===== src/rtl/cnn_defs.sv =====
// Shared CNN definitions: data widths, fully-connected layer sizing, the FC FSM
// state type and a signed saturation helper.
package cnn_defs;

  localparam int unsigned CnnDataWidth = 8;
  localparam int unsigned OfmapWidth   = 2;
  localparam int unsigned OfmapHeight  = 2;

  localparam int unsigned FcInLen    = OfmapWidth * OfmapHeight;
  localparam int unsigned FcOutLen   = 10;
  localparam int unsigned FcFracBits = 0;

  typedef enum logic [1:0] {StIdle, StMac, StDrain, StOut} fc_state_t;

  // Clamp a sign-extended value to the signed range of the given width.
  function automatic logic signed [63:0] sat_signed(input logic signed [63:0] value,
                                                    input int unsigned width);
    logic signed [63:0] hi;
    logic signed [63:0] lo;
    hi = (64'sd1 <<< (width - 1)) - 64'sd1;
    lo = -(64'sd1 <<< (width - 1));
    if (value > hi) return hi;
    if (value < lo) return lo;
    return value;
  endfunction

endpackage


===== src/rtl/fc_mac.sv =====
// Registered signed multiply-accumulate; a bias load restarts the sum.
// acc_next exposes the sum being written so the caller can use it in the same cycle.
module fc_mac #(
  parameter int unsigned DataWidth = 8,
  parameter int unsigned AccWidth  = 19
) (
  input  logic                       clk,
  input  logic                       rst_n,
  input  logic                       en,
  input  logic                       load_bias,
  input  logic [DataWidth-1:0]       bias,
  input  logic [DataWidth-1:0]       a,
  input  logic [DataWidth-1:0]       b,
  output logic signed [AccWidth-1:0] acc,
  output logic signed [AccWidth-1:0] acc_next
);

  logic signed [2*DataWidth-1:0] prod;
  logic signed [AccWidth-1:0]    prod_ext;
  logic signed [AccWidth-1:0]    bias_ext;
  logic signed [AccWidth-1:0]    acc_q;

  assign prod     = $signed(a) * $signed(b);
  assign prod_ext = {{(AccWidth - 2*DataWidth){prod[2*DataWidth-1]}}, prod};
  assign bias_ext = {{(AccWidth - DataWidth){bias[DataWidth-1]}}, bias};

  always_comb begin
    acc_next = acc_q;
    if (en) begin
      acc_next = (load_bias ? bias_ext : acc_q) + prod_ext;
    end
  end

  always_ff @(posedge clk) begin
    if (!rst_n) begin
      acc_q <= '0;
    end else begin
      acc_q <= acc_next;
    end
  end

  assign acc = acc_q;

endmodule


===== src/rtl/fc_layer.sv =====
// Dense layer: one signed MAC per cycle against external weight/bias ROMs, one
// saturated result per beat. Define FC_RELU_EN to clamp negative results to zero.
module fc_layer
  import cnn_defs::*;
#(
  parameter int unsigned InLen     = FcInLen,
  parameter int unsigned OutLen    = FcOutLen,
  parameter int unsigned DataWidth = CnnDataWidth,
  parameter int unsigned FracBits  = FcFracBits,
  localparam int unsigned AccWidth = 2 * DataWidth + $clog2(InLen) + 1,
  localparam int unsigned KW       = (InLen > 1) ? $clog2(InLen) : 1,
  localparam int unsigned NW       = (OutLen > 1) ? $clog2(OutLen) : 1,
  localparam int unsigned AW       = (InLen * OutLen > 1) ? $clog2(InLen * OutLen) : 1
) (
  input  logic                            clk,
  input  logic                            rst_n,
  input  logic                            in_valid,
  output logic                            in_ready,
  input  logic [InLen-1:0][DataWidth-1:0] in_data,
  output logic                            w_en,
  output logic [AW-1:0]                   w_addr,
  input  logic [DataWidth-1:0]            w_data,
  output logic [NW-1:0]                   b_addr,
  input  logic [DataWidth-1:0]            b_data,
  output logic                            out_valid,
  input  logic                            out_ready,
  output logic [DataWidth-1:0]            out_data,
  output logic [NW-1:0]                   out_idx,
  output logic                            out_last
);

  fc_state_t                      state_q, state_d;
  logic [NW-1:0]                  neuron_q, neuron_d;
  logic [KW-1:0]                  k_q, k_d;
  logic [KW-1:0]                  kd_q;
  logic                           mac_en_q;
  logic [InLen-1:0][DataWidth-1:0] vec_q, vec_d;
  logic [DataWidth-1:0]           out_data_q, out_data_d;

  logic [AW-1:0]                  mac_addr;
  logic signed [AccWidth-1:0]     acc, acc_next, acc_shift;
  logic signed [63:0]             acc_wide, sat_val;

  fc_mac #(
    .DataWidth (DataWidth),
    .AccWidth  (AccWidth)
  ) u_mac (
    .clk       (clk),
    .rst_n     (rst_n),
    .en        (mac_en_q),
    .load_bias (kd_q == '0),
    .bias      (b_data),
    .a         (w_data),
    .b         (vec_q[kd_q]),
    .acc       (acc),
    .acc_next  (acc_next)
  );

  // Result of the sum completing this cycle; only captured in DRAIN.
  always_comb begin
    acc_shift = acc_next >>> FracBits;
    acc_wide  = {{(64 - AccWidth){acc_shift[AccWidth-1]}}, acc_shift};
    sat_val   = sat_signed(acc_wide, DataWidth);
`ifdef FC_RELU_EN
    if (sat_val < 0) sat_val = '0;
`else
`endif
  end

  always_comb begin
    state_d    = state_q;
    neuron_d   = neuron_q;
    k_d        = k_q;
    vec_d      = vec_q;
    out_data_d = out_data_q;
    case (state_q)
      StIdle: begin
        if (in_valid) begin
          vec_d    = in_data;
          neuron_d = '0;
          k_d      = '0;
          state_d  = StMac;
        end
      end
      StMac: begin
        if (k_q == KW'(InLen - 1)) begin
          k_d     = '0;
          state_d = StDrain;
        end else begin
          k_d = k_q + KW'(1);
        end
      end
      StDrain: begin
        out_data_d = sat_val[DataWidth-1:0];
        state_d    = StOut;
      end
      StOut: begin
        if (out_ready) begin
          if (neuron_q == NW'(OutLen - 1)) begin
            neuron_d = '0;
            state_d  = StIdle;
          end else begin
            neuron_d = neuron_q + NW'(1);
            state_d  = StMac;
          end
        end
      end
      default: state_d = StIdle;
    endcase
  end

  always_ff @(posedge clk) begin
    if (!rst_n) begin
      state_q    <= StIdle;
      neuron_q   <= '0;
      k_q        <= '0;
      kd_q       <= '0;
      mac_en_q   <= 1'b0;
      vec_q      <= '0;
      out_data_q <= '0;
    end else begin
      state_q    <= state_d;
      neuron_q   <= neuron_d;
      k_q        <= k_d;
      kd_q       <= k_q;
      mac_en_q   <= (state_q == StMac);
      vec_q      <= vec_d;
      out_data_q <= out_data_d;
    end
  end

  assign mac_addr  = AW'(neuron_q) * AW'(InLen) + AW'(k_q);
  assign in_ready  = (state_q == StIdle);
  assign w_en      = (state_q == StMac);
  assign w_addr    = w_en ? mac_addr : '0;
  assign b_addr    = neuron_q;
  assign out_valid = (state_q == StOut);
  assign out_data  = out_data_q;
  assign out_idx   = neuron_q;
  assign out_last  = (state_q == StOut) && (neuron_q == NW'(OutLen - 1));

  logic unused_bits;
  assign unused_bits = ^{sat_val[63:DataWidth], acc};

endmodule

===== config.mk =====
export PLATFORM = sky130hd
export DESIGN_NAME = fc_layer
export DESIGN_NICKNAME = d
export VERILOG_FILES = /design/src/rtl/cnn_defs.sv /design/src/rtl/fc_mac.sv /design/src/rtl/fc_layer.sv
export SDC_FILE = /design/constraint.sdc
export NUM_CORES = 1
export LEC_CHECK = 0
export CAP_MARGIN = 20
export CORE_ASPECT_RATIO = 0.6
export CORE_MARGIN = 2
export CORE_UTILIZATION = 40
export DETAILED_ROUTE_END_ITERATION = 10
export SLEW_MARGIN = 20
export SYNTH_ARGS = -nofsm -noshare
export SYNTH_HDL_FRONTEND = slang
export SYNTH_SLANG_ARGS = --single-unit

===== constraint.sdc =====
create_clock -name clk -period 8.6 [get_ports clk]
set_clock_uncertainty 0.1 [all_clocks]
set_input_delay 0.86 -clock clk [delete_from_list [all_inputs] [get_ports clk]]
set_output_delay 0.86 -clock clk [all_outputs]
set_load 0.005 [all_outputs]

==> reports/results.md, run 1 <==
| Step | Result | Reported |
|---|---|---|
| logic synthesis | Most area-hungry cell type in the Yosys netlist | sky130_fd_sc_hd__fa_1 |
| cells and area | Count of nets after finishing | 1021 |
| global route | Vias in the first global route | 5357 |
| timing | Final number of hold-violating endpoints | 0 |
| place | Total of buffers placed on input and output ports | 77 |
| logic synthesis | Compound-Gate Fraction of Synth Area | 13.4% |
| logic synthesis | Multiplexer fraction of the synthesized cell area | 4.93% |
| die | Std-Cell Rows | 37 |
| cells and area | Layout-stage area growth over the synthesis result | 17.3% |
| die | Core area | 0.0172 sq mm |
| logic synthesis | Sequential cell area fraction in the yosys report | 19.8% |
| global route | M1 GR Usage | 31.3% |
| logic synthesis | Number of nets produced by synthesis | 961 |
| timing | Actual transition at the worst max-transition pin | 1.02 ns |
| logic synthesis | Adder and majority gate portion of the synthesized area | 32.8% |
| logic synthesis | Dominant register cell in the synthesized netlist | sky130_fd_sc_hd__dfxtp_1 |
| routing | Routed via count | 5281 |
| logic synthesis | Library cell with the highest instance count after synthesis | sky130_fd_sc_hd__nand2_1 |
| power and ir drop | Proportion of total power due to net switching | 48.7% |
| power and ir drop | Design internal power | 1.68 mW |
| clocking | CTS tree | yes |
| die | Die height | 107 microns |
| timing | Min Hold Slack | 0.365 ns |
| power and ir drop | Power consumption | 3.27 mW |
| timing | Setup violators final | 0 |
| clocking | CTS root buffer | sky130_fd_sc_hd__clkbuf_16 |
| logic synthesis | Synthesis warning total | 0 |
| clocking | Clock buffers created by TritonCTS | 9 |
| logic synthesis | Simple-gate portion of the synthesized area | 18.1% |
| timing | Setup WS post-layout | 1.22 ns |
| worst setup path | Setup Crit Path Kind | reg2reg |
| timing | Sum Neg Setup Slack | 0 ns |
| logic synthesis | Portion of synthesized cell area occupied by the leading cell type | 23.8% |
| place | Setup slack after placement | 1.23 ns |
| routing | Routed WL | 16800 microns |
| global route | Pin count of the biggest net entering global routing | 68 |
| logic synthesis | Top cells by instance count after synthesis | 117 x sky130_fd_sc_hd__nand2_1, 108 x sky130_fd_sc_hd__inv_1, 84 x sky130_fd_sc_hd__fa_1 |
| routing | Drt drc | 0 |
| global route | Global routing's busiest layer | met1 |
| die | Starting density of the core | 41.0% |
| die | Number of ports placed on the die boundary | 78 |
| clocking | Clk buf depth | 2 |
| routing | Routed length per placed instance | 15.6 microns |
| worst setup path | Maximum fanout encountered on the critical timing path | 11 |
| power and ir drop | Worst IR Drop VDD | 0.194 mV |
| power and ir drop | Combinational share of power | 72.2% |
| global route | First-pass GRT wire length | 28500 microns |
| clocking | CTS clock-pin slew for the worst setup and hold paths | 0.06 ns |
| clocking | Number of gates resized after CTS | 0 |
| clocking | Post-CTS Hold Buffers | 0 |
| timing | Post-route clock period utilization | 85.9% |
| logic synthesis | Mapped Cells | 774 |
| cells and area | Antenna diode count | 0 |
| worst setup path | Critical Path AT | 7.53 ns |
| logic synthesis | Xor-xnor portion of the synthesized cell area | 1.86% |
| global route | Number of antenna violations at the first check in global routing | 0 |
| clocking | Postcts setup bufs | 0 |
| logic synthesis | Synth Area per Inst | 9.12 sq um |
| timing | Slew Limit Headroom | 31.8% |
| logic synthesis | Fraction of synthesis flops using an asynchronous set or reset pin | 0% |
| power and ir drop | Clock network fraction of design power | 13.3% |
| worst setup path | Crit path required time | 8.75 ns |
| routing | Count of antenna-violating nets left after detailed routing | 0 |
| global route | Grt ovf | 0 |
| timing | Fmax | 0.135 GHz |
| routing | Mean number of vias per cell | 4.92 |
| clocking | Deepest level of the CTS H-tree | 3 |
| die | Chip width | 176 microns |
| global route | Tot GR Track Use | 19.4% |
| die | Die footprint | 0.0188 sq mm |
| logic synthesis | Number of unique standard cell types used by synthesis | 78 |
| job | Total of max-cap violations | 0 |
| timing | Time the worst path needs with I/O delays and setup | 7.38 ns |
| logic synthesis | Largest family of logic cells by synthesized area | adder cells |
| min path | Worst min-delay path class | reg2reg |
| cells and area | Fraction of final layout cells sized beyond drive strength 1 | 6.20% |
| global route | Grt met3 use | 4.22% |
| power and ir drop | Leakage dissipation | 3.57 nW |
| power and ir drop | Power density relative to cell area | 394 mW/mm^2 |
| worst setup path | Kind of start point of the critical path | flop |
| timing | Unrepaired setup endpoints after global routing | false |
| run status | Result of the run | finished, final reports clean |
| power and ir drop | Sequential share of power | 14.6% |
| clocking | Number of clock sinks seen by CTS | 70 |
| logic synthesis | Biggest area contributors in the synthesized netlist | sky130_fd_sc_hd__fa_1 24%, sky130_fd_sc_hd__dfxtp_1 20%, sky130_fd_sc_hd__ha_1 9.0% |
| routing | Drt first pass iters | 5 |
| cells and area | Utilization of the core after routing | 48.1% |
| logic synthesis | Cell area after synthesis | 0.00706 sq mm |
| cells and area | # fillers | 1688 |
| clocking | Clock latency on the worst-skew pair | 0.33 ns |
| worst setup path | CP Capture Type | flop |
| logic synthesis | Number of flip-flops and latches in the synthesized netlist | 70 |
| place | Placer congestion estimate | 0.817 |
| power and ir drop | Net switching component of the power | 1.59 mW |
| routing | DRC violation total after the first TritonRoute iteration | 371 |
| timing | Final Max Slew Viols | 0 |
| global route | Routing usage on met2 | 26.1% |
| place | Placed wire-length estimate | 13500 microns |
| logic synthesis | Number of enable-type register cells in the synthesized netlist | 0 |
-- area by class of cell --
cell class,count,area (sq um),area share (%)
multi-input cells,562,5030,60.7
flip-flops and latches,70,1400,16.9
repair buffers,81,803,9.69
inverters,110,413,4.98
well taps,234,293,3.53
clock buffers,11,243,2.93
clock inverters,5,106,1.28
-- cells by family (layout without fill, tap and decap cells) --
group,count (synthesis),after routing
compound gates,130,130
xor+xnor,15,15
fa+ha+maj,135,135
buf+inv,142,207
flops,70,70
mux,24,24
simple gates,258,258
-- layer usage --
layer  up-vias  routed length, microns
met5         -                       0
met4         0                     135
met3        14                     798
met2       114                    6470
met1      2500                    9370
li1       2653                       -
-- power groups by stage --
| stage | combinational (mW) | sequential (mW) | clock [mW] |
|---|---|---|---|
| detailed placement | 2.33 | 0.481 | 0 |
| floorplan | 1.83 | 0.456 | 0 |
| global route | 2.70 | 0.486 | 0.454 |
| CTS | 2.35 | 0.475 | 0.441 |
| finish | 2.36 | 0.475 | 0.433 |
| global placement | 2.33 | 0.481 | 0 |
-- through the flow --
step	instances	instance area, sq um
after floorplan	774	7060
after global placement	1056	7920
after detailed placement	1056	7920
after CTS	1072	8270
after global routing	1073	8290
final	1073	8290
-- state kept, by name, indices dropped and copies added, names as in the netlist --
signal	count
b_addr	4
k_q	2
kd_q	2
mac_en_q	1
out_data	8
state_q	2
u_mac.acc	19
vec_q	32
-- critical path: stages, from the launching register on --
cell,delay (ns)
sky130_fd_sc_hd__dfxtp_1,0.72
sky130_fd_sc_hd__mux4_2,0.74
sky130_fd_sc_hd__and2_1,0.23
sky130_fd_sc_hd__inv_1,0.48
sky130_fd_sc_hd__fa_1,0.50
sky130_fd_sc_hd__inv_1,0.09
sky130_fd_sc_hd__fa_1,0.43
sky130_fd_sc_hd__fa_1,0.47
sky130_fd_sc_hd__fa_1,0.57
sky130_fd_sc_hd__fa_1,0.43
sky130_fd_sc_hd__ha_1,0.39
sky130_fd_sc_hd__o21ai_0,0.14
sky130_fd_sc_hd__o21ai_1,0.24
sky130_fd_sc_hd__a21oi_2,0.10
sky130_fd_sc_hd__o311ai_0,0.60
sky130_fd_sc_hd__o2111ai_1,0.29
sky130_fd_sc_hd__nor4_4,0.47
sky130_fd_sc_hd__nand3_1,0.15
sky130_fd_sc_hd__o211ai_1,0.13
-- final timing paths --
check	slack, ns	end	startpoint	cells past startpoint
worst max-delay path	1.22	out_data[3]$_SDFFE_PN0N_	kd_q[0]$_SDFF_PN0_	18
worst min-delay path	0.37	vec_q[10]$_SDFFE_PN0P_	vec_q[10]$_SDFFE_PN0P_	2
worst max register to register	1.22	out_data[3]$_SDFFE_PN0N_	kd_q[0]$_SDFF_PN0_	18
worst min register to register	0.37	vec_q[10]$_SDFFE_PN0P_	vec_q[10]$_SDFFE_PN0P_	2
-- cells in the final DEF (no fill, tap or decap), drive strengths merged, types with 19 or more instances in the layout --
cell / count
fa: 84
ha: 51
a21oi: 24
dfxtp: 70
nand2: 117
nor2: 27
o21ai: 19
clkdlybuf4s50: 76
a21boi: 36
and2: 50
inv: 109
(Power assumes the default switching activity.)
==> inputs of run 2 (changes only) <==
--- a/config.mk
+++ b/config.mk
@@ -10,6 +10,7 @@
 export CORE_MARGIN = 2
 export CORE_UTILIZATION = 40
 export DETAILED_ROUTE_END_ITERATION = 10
+export PLACE_DENSITY = 0.71
 export SLEW_MARGIN = 20
 export SYNTH_ARGS = -nofsm -noshare
 export SYNTH_HDL_FRONTEND = slang
==> reports/results.md, run 2 (synthesis gave the netlist of run 1 again) <==
| Step | Result | Reported | vs previous |
|---|---|---|---|
| timing | Post-route clock period utilization | 85.7% | -0.19 points |
| global route | Grt met3 use | 4.01% | -0.21 points |
| routing | Drt first pass iters | 4 | -1 |
| place | Placed wire-length estimate | 13200 microns | -2.1% |
| global route | Number of antenna violations at the first check in global routing | 0 | unchanged |
| min path | Hold-critical path endpoint | vec_q[11]$_SDFFE_PN0P_ |  |
| routing | Mean number of vias per cell | 5.01 | +1.8% |
| timing | Final number of hold-violating endpoints | 0 | unchanged |
| min path | Worst hold path startpoint | vec_q[11]$_SDFFE_PN0P_ |  |
| job | Total of max-cap violations | 0 | unchanged |
| cells and area | Most frequent standard cell in the layout excluding fill and tap cells | sky130_fd_sc_hd__nand2_1 |  |
| cells and area | Layout-stage area growth over the synthesis result | 16.8% |  |
| die | Die footprint | 0.0188 sq mm | unchanged |
| timing | Setup violators final | 0 | unchanged |
| routing | DRC violation total after the first TritonRoute iteration | 377 | +1.6% |
| run status | Result of the run | finished, final reports clean |  |
| global route | First-pass GRT wire length | 27900 microns | -1.9% |
| timing | Final Max Slew Viols | 0 | unchanged |
| die | Starting density of the core | 41.0% | unchanged |
| clocking | Postcts setup bufs | 0 | unchanged |
| timing | Slew Limit Headroom | 30.7% | -1.1 points |
| routing | Count of antenna-violating nets left after detailed routing | 0 | unchanged |
| worst setup path | End of the worst register-to-register path | out_data[0]$_SDFFE_PN0N_ |  |
| die | Core area | 0.0172 sq mm | unchanged |
| routing | Routed WL | 16500 microns | -1.9% |
| cells and area | Number of flip-flops under the largest register name | 32 | unchanged |
| place | Placer congestion estimate | 0.922 | +13% |
| worst setup path | Kind of start point of the critical path | flop |  |
| clocking | Post-CTS Hold Buffers | 0 | unchanged |
| worst setup path | Setup Crit Path Kind | reg2reg |  |
| global route | Grt ovf | 0 | unchanged |
| clocking | Clock buffers created by TritonCTS | 9 | unchanged |
| global route | Tot GR Track Use | 18.8% | -0.59 points |
| global route | Pin count of the biggest net entering global routing | 68 | unchanged |
| global route | Routing usage on met2 | 26.5% | +0.39 points |
| power and ir drop | Leakage dissipation | 3.55 nW | -0.64% |
| cells and area | Final std cells w/o fill | 1073 | unchanged |
| clocking | CTS root buffer | sky130_fd_sc_hd__clkbuf_16 |  |
| power and ir drop | Worst IR Drop VDD | 0.196 mV | +0.84% |
| routing | Drt drc | 0 | unchanged |
| worst setup path | Worst path cell trace | mux4_2 -> and2_1 -> inv_1 -> fa_1 -> inv_1 -> fa_1 -> fa_1 -> inv_1 -> fa_1 -> inv_1 -> ha_1 -> ha_1 -> clkinv_1 -> or4_4 -> o2111a_1 -> o31ai_2 -> and3b_1 -> nand4_2 -> o32ai_4 -> o211ai_1 |  |
| die | Die height | 107 microns | unchanged |
| clocking | CTS tree | yes |  |
| clocking | Clk buf depth | 2 | unchanged |
| worst setup path | Reg2Reg Setup Slack | 1.23 ns | +0.02 ns |
| global route | M1 GR Usage | 29.7% | -1.6 points |
| worst setup path | CP Capture Type | flop |  |
| clocking | Number of clock sinks seen by CTS | 70 | unchanged |
| cells and area | Antenna diode count | 0 | unchanged |
| die | Chip width | 176 microns | unchanged |
| routing | Routed length per placed instance | 15.3 microns | -1.9% |
| place | Total instance count after detailed placement | 1057 | +0.095% |
| clocking | Deepest level of the CTS H-tree | 3 | unchanged |
| global route | Global routing's busiest layer | met1 |  |
| worst setup path | Source of the worst register-to-register timing path | kd_q[0]$_SDFF_PN0_ |  |
| cells and area | Count of nets after finishing | 1021 | unchanged |
| timing | Actual transition at the worst max-transition pin | 1.04 ns | +0.0141 ns |
| worst setup path | Crit-path slowest cell | sky130_fd_sc_hd__mux4_2 |  |
| worst setup path | Maximum fanout encountered on the critical timing path | 11 | unchanged |
| timing | Sum Neg Setup Slack | 0 ns | unchanged |
| global route | Vias in the first global route | 5367 | +0.19% |
| clocking | Number of gates resized after CTS | 0 | unchanged |
| power and ir drop | Power density relative to cell area | 390 mW/mm^2 | -0.91% |
| clocking | CTS clock-pin slew for the worst setup and hold paths | 0.06 ns | about the same |
| worst setup path | Critical Path Max Stage Delay | 0.74 ns | about the same |
| worst setup path | Number of cells on the worst reg-to-reg path | 20 | +2 |
| min path | Hold Crit Depth | 2 | unchanged |
| cells and area | Largest reg by FF count | vec_q |  |
| timing | Unrepaired setup endpoints after global routing | false |  |
| cells and area | Most used cells in the layout excluding fill and tap cells | 117 x sky130_fd_sc_hd__nand2_1, 108 x sky130_fd_sc_hd__inv_1, 84 x sky130_fd_sc_hd__fa_1 |  |
| place | Total of buffers placed on input and output ports | 77 | unchanged |
| timing | Fmax | 0.136 GHz | +0.23% |
| worst setup path | Crit path required time | 8.71 ns | -0.04 ns |
| timing | Time the worst path needs with I/O delays and setup | 7.37 ns | -0.0167 ns |
| clocking | Clock latency on the worst-skew pair | 0.34 ns | about the same |
| die | Number of ports placed on the die boundary | 78 | unchanged |
| cells and area | Fraction of final layout cells sized beyond drive strength 1 | 5.96% | -0.24 points |
| worst setup path | Critical Path AT | 7.48 ns | -0.05 ns |
| min path | Worst min-delay path class | reg2reg |  |
| routing | Routed via count | 5377 | +1.8% |
| die | Std-Cell Rows | 37 | unchanged |
[run 2: cell types whose count changed in the layout (fill, tap and decap cells not counted)]
cell and delta:
sky130_fd_sc_hd__clkdlybuf4s50_1 +1, sky130_fd_sc_hd__clkinvlp_4 +1, sky130_fd_sc_hd__clkbuf_1 +1, sky130_fd_sc_hd__bufinv_16 -1
sky130_fd_sc_hd__buf_4 +1, sky130_fd_sc_hd__buf_8 -1, sky130_fd_sc_hd__buf_2 -1, sky130_fd_sc_hd__clkbuf_8 -1
[run 2: through the flow]
step	setup WS, ns	util [%]	power, mW	hold WS, ns	area [sq um]
after floorplan	2.03	-	2.28	0.340	7060
after global placement	1.34	46.1	2.77	0.350	7940
after detailed placement	1.23	46.1	2.81	0.357	7940
after CTS	1.21	47.9	3.21	0.365	8250
after global routing	0.758	47.9	3.60	0.380	8250
final	1.23	47.9	3.22	0.361	8250
[run 2: layer usage]
layer / part of all wire (%) / vias to the layer above
met5: 0 / -
met4: 0.74 / 0
met3: 6.2 / 10
met2: 40 / 155
met1: 53 / 2565
li1: - / 2647
[run 2: how the worst max path moves through the flow]
stage	startpoint	endpoint	slack, ns	depth (start not counted)
2_1_floorplan	kd_q[0]$_SDFF_PN0_	out_data[0]$_SDFFE_PN0N_	2.03	20
3_3_place_gp	kd_q[0]$_SDFF_PN0_	out_data[4]$_SDFFE_PN0N_	1.34	18
3_5_place_dp	kd_q[0]$_SDFF_PN0_	out_data[0]$_SDFFE_PN0N_	1.23	18
4_1_cts	kd_q[0]$_SDFF_PN0_	out_data[0]$_SDFFE_PN0N_	1.21	18
5_1_grt	kd_q[0]$_SDFF_PN0_	out_data[4]$_SDFFE_PN0N_	0.76	20
6_report	kd_q[0]$_SDFF_PN0_	out_data[0]$_SDFFE_PN0N_	1.23	20
[run 2: power by group]
part	switching, mW	total (mW)	internal (mW)
combinational	1.38	2.35	0.977
sequential	0.0653	0.473	0.407
clock	0.142	0.396	0.254
[run 2: area by class of cell]
class	instances	area [sq um]
Fill cell	1620	8970
Multi-Input combinational cell	562	5030
Sequential cell	70	1400
Timing Repair Buffer	81	801
Inverter	110	413
Tap cell	234	293
Clock buffer	11	233
Clock inverter	5	83.8
[run 2: worst max-delay path: cells and delay by family, from the launching register on]
family	cells	cell delay, ns
flops	1	0.71
mux	1	0.74
simple gates	4	1.16
buf+inv	5	0.79
fa+ha+maj	6	2.60
compound gates	4	1.12
==> inputs of run 3 (changes only) <==
--- a/config.mk
+++ b/config.mk
@@ -7,7 +7,6 @@
 export LEC_CHECK = 0
 export CAP_MARGIN = 20
 export CORE_ASPECT_RATIO = 0.6
-export CORE_MARGIN = 2
 export CORE_UTILIZATION = 40
 export DETAILED_ROUTE_END_ITERATION = 10
 export PLACE_DENSITY = 0.71
==> reports/results.md, run 3 (synthesis gave the netlist of run 1 again) <==
| Step | Result | Reported | vs previous |
|---|---|---|---|
| run status | Result of the run | finished, final reports clean |  |
| cells and area | Layout-stage area growth over the synthesis result | 17.6% |  |
| clocking | Clk buf depth | 2 | unchanged |
| cells and area | Utilization of the core after routing | 48.2% | +0.31 points |
| place | Placer congestion estimate | 0.883 | -4.3% |
| worst setup path | Buf/Inv on CP | 5 | unchanged |
| worst setup path | Kind of start point of the critical path | flop |  |
| worst setup path | Critical Path Max Stage Delay | 0.74 ns | about the same |
| place | Total of buffers placed on input and output ports | 77 | unchanged |
| worst setup path | Crit-path slowest cell | sky130_fd_sc_hd__mux4_2 |  |
| timing | Setup violators final | 0 | unchanged |
| die | Starting density of the core | 41.0% | unchanged |
| power and ir drop | Power consumption | 3.27 mW | +1.5% |
| global route | Tot GR Track Use | 19.2% | +0.44 points |
| place | Placed wire-length estimate | 12900 microns | -2.3% |
| die | Die height | 105 microns | -1.9% |
| global route | Vias in the first global route | 5370 | +0.056% |
| clocking | Clock latency on the worst-skew pair | 0.33 ns | about the same |
| timing | Min Hold Slack | 0.364 ns | +0.00315 ns |
| global route | Number of antenna violations at the first check in global routing | 0 | unchanged |
| die | Die footprint | 0.0182 sq mm | -3.0% |
| clocking | CTS root buffer | sky130_fd_sc_hd__clkbuf_16 |  |
| die | Core area | 0.0172 sq mm | unchanged |
| clocking | Postcts setup bufs | 0 | unchanged |
| clocking | CTS clock-pin slew for the worst setup and hold paths | 0.06 ns | about the same |
| timing | Final number of hold-violating endpoints | 0 | unchanged |
| routing | Drt drc | 0 | unchanged |
| power and ir drop | Power density relative to cell area | 394 mW/mm^2 | +0.88% |
| global route | Grt ovf | 0 | unchanged |
| routing | Routed length per placed instance | 15.1 microns | -1.6% |
| timing | Final Max Slew Viols | 0 | unchanged |
| timing | Post-route clock period utilization | 85.6% | about the same |
| timing | Time the worst path needs with I/O delays and setup | 7.36 ns | -0.00308 ns |
| cells and area | Count of nets after finishing | 1022 | +0.098% |
| cells and area | Most used cells in the layout excluding fill and tap cells | 117 x sky130_fd_sc_hd__nand2_1, 108 x sky130_fd_sc_hd__inv_1, 84 x sky130_fd_sc_hd__fa_1 |  |
| die | Std-Cell Rows | 37 | unchanged |
| timing | Slew Limit Headroom | 31.5% | +0.83 points |
| cells and area | Fraction of final layout cells sized beyond drive strength 1 | 6.31% | +0.35 points |
| timing | Sum Neg Setup Slack | 0 ns | unchanged |
| routing | Routed via count | 5336 | -0.76% |
| power and ir drop | Worst IR Drop VDD | 0.234 mV | +19% |
| worst setup path | Kind of cell adding the most delay to the critical path | adder cells |  |
| worst setup path | Critical Path AT | 7.46 ns | -0.02 ns |
| die | Number of ports placed on the die boundary | 78 | unchanged |
| timing | Unrepaired setup endpoints after global routing | false |  |
| timing | Fmax | 0.136 GHz | about the same |
| die | Chip width | 174 microns | -1.1% |
| worst setup path | Worst path cell trace | mux4_2 -> and2_1 -> inv_1 -> fa_1 -> inv_1 -> fa_1 -> fa_1 -> inv_1 -> fa_1 -> inv_1 -> ha_1 -> ha_1 -> clkinv_1 -> or4_4 -> o2111a_1 -> o31ai_2 -> and3b_1 -> nand4_2 -> o32ai_4 -> o211ai_1 |  |
| clocking | Number of clock sinks seen by CTS | 70 | unchanged |
| worst setup path | Maximum fanout encountered on the critical timing path | 11 | unchanged |
| routing | Count of antenna-violating nets left after detailed routing | 0 | unchanged |
| cells and area | Antenna diode count | 0 | unchanged |
| clocking | Deepest level of the CTS H-tree | 3 | unchanged |
| cells and area | Number of flip-flops under the largest register name | 32 | unchanged |
| power and ir drop | Leakage dissipation | 3.58 nW | +0.98% |
| job | Total of max-cap violations | 0 | unchanged |
| global route | First-pass GRT wire length | 28000 microns | +0.30% |
| worst setup path | Crit path required time | 8.70 ns | about the same |
| routing | Drt first pass iters | 5 | +1 |
| cells and area | Largest reg by FF count | vec_q |  |
| global route | Pin count of the biggest net entering global routing | 68 | unchanged |
| clocking | CTS tree | yes |  |
| min path | Worst min-delay path class | reg2reg |  |
| worst setup path | Setup Crit Path Kind | reg2reg |  |
| worst setup path | CP Capture Type | flop |  |
| timing | Actual transition at the worst max-transition pin | 1.03 ns | -0.00997 ns |
| routing | Routed WL | 16200 microns | -1.5% |
| routing | DRC violation total after the first TritonRoute iteration | 340 | -9.8% |
| cells and area | Most frequent standard cell in the layout excluding fill and tap cells | sky130_fd_sc_hd__nand2_1 |  |
| clocking | Number of gates resized after CTS | 0 | unchanged |
| clocking | Post-CTS Hold Buffers | 0 | unchanged |
| clocking | Clock buffers created by TritonCTS | 9 | unchanged |
| routing | Mean number of vias per cell | 4.97 | -0.85% |
-- run 3: cell count changes in the layout (fill, tap and decap cells not counted) --
| cell | delta |
|---|---|
| sky130_fd_sc_hd__buf_8 | +1 |
| sky130_fd_sc_hd__bufinv_16 | +1 |
| sky130_fd_sc_hd__clkbuf_1 | -2 |
| sky130_fd_sc_hd__clkbuf_8 | +1 |
| sky130_fd_sc_hd__clkinv_4 | +1 |
| sky130_fd_sc_hd__clkinvlp_4 | -2 |
| sky130_fd_sc_hd__inv_6 | +1 |
-- run 3: path summary, 6_finish.rpt --
kind | to | start | slack, ns | depth (start not counted)
worst min register to register | vec_q[9]$_SDFFE_PN0P_ | vec_q[9]$_SDFFE_PN0P_ | 0.36 | 2
worst min-delay path | vec_q[9]$_SDFFE_PN0P_ | vec_q[9]$_SDFFE_PN0P_ | 0.36 | 2
worst max-delay path | out_data[3]$_SDFFE_PN0N_ | kd_q[0]$_SDFF_PN0_ | 1.24 | 20
worst max register to register | out_data[3]$_SDFFE_PN0N_ | kd_q[0]$_SDFF_PN0_ | 1.24 | 20
-- run 3: final cells by class --
cell class	instances	area (sq um)
sequential	70	1400
clock buffer	10	239
fill	1639	8920
timing repair buffer	82	816
multi-input combinational	562	5030
inverter	110	413
tap	234	293
clock inverter	6	116
-- run 3: metal layers --
metal	track usage [%]	vias to the layer above	share of wire, %
li1	-	2658	-
met1	30.7	2547	56
met2	27.3	122	40
met3	2.77	9	4.3
met4	2.91	0	0.44
met5	0	-	0
-- run 3: metrics by stage --
stage                     instances  area, sq um  setup WS (ns)
after floorplan                 774         7060           2.03
after global placement         1057         7940           1.35
after detailed placement       1057         7940           1.19
after CTS                      1073         8290           1.19
after global routing           1074         8310          0.629
final                          1074         8310           1.24
-- run 3: power breakdown --
part	internal (mW)	switching, mW
sequential	0.407	0.0656
clock	0.293	0.145
combinational	0.980	1.38
total	1.68	1.59
-- run 3: tightest hold or removal path, stage by stage, from the launching register on --
cell and delay, ns:
sky130_fd_sc_hd__dfxtp_1 0.31, sky130_fd_sc_hd__nand2_1 0.05, sky130_fd_sc_hd__a21boi_0 0.06
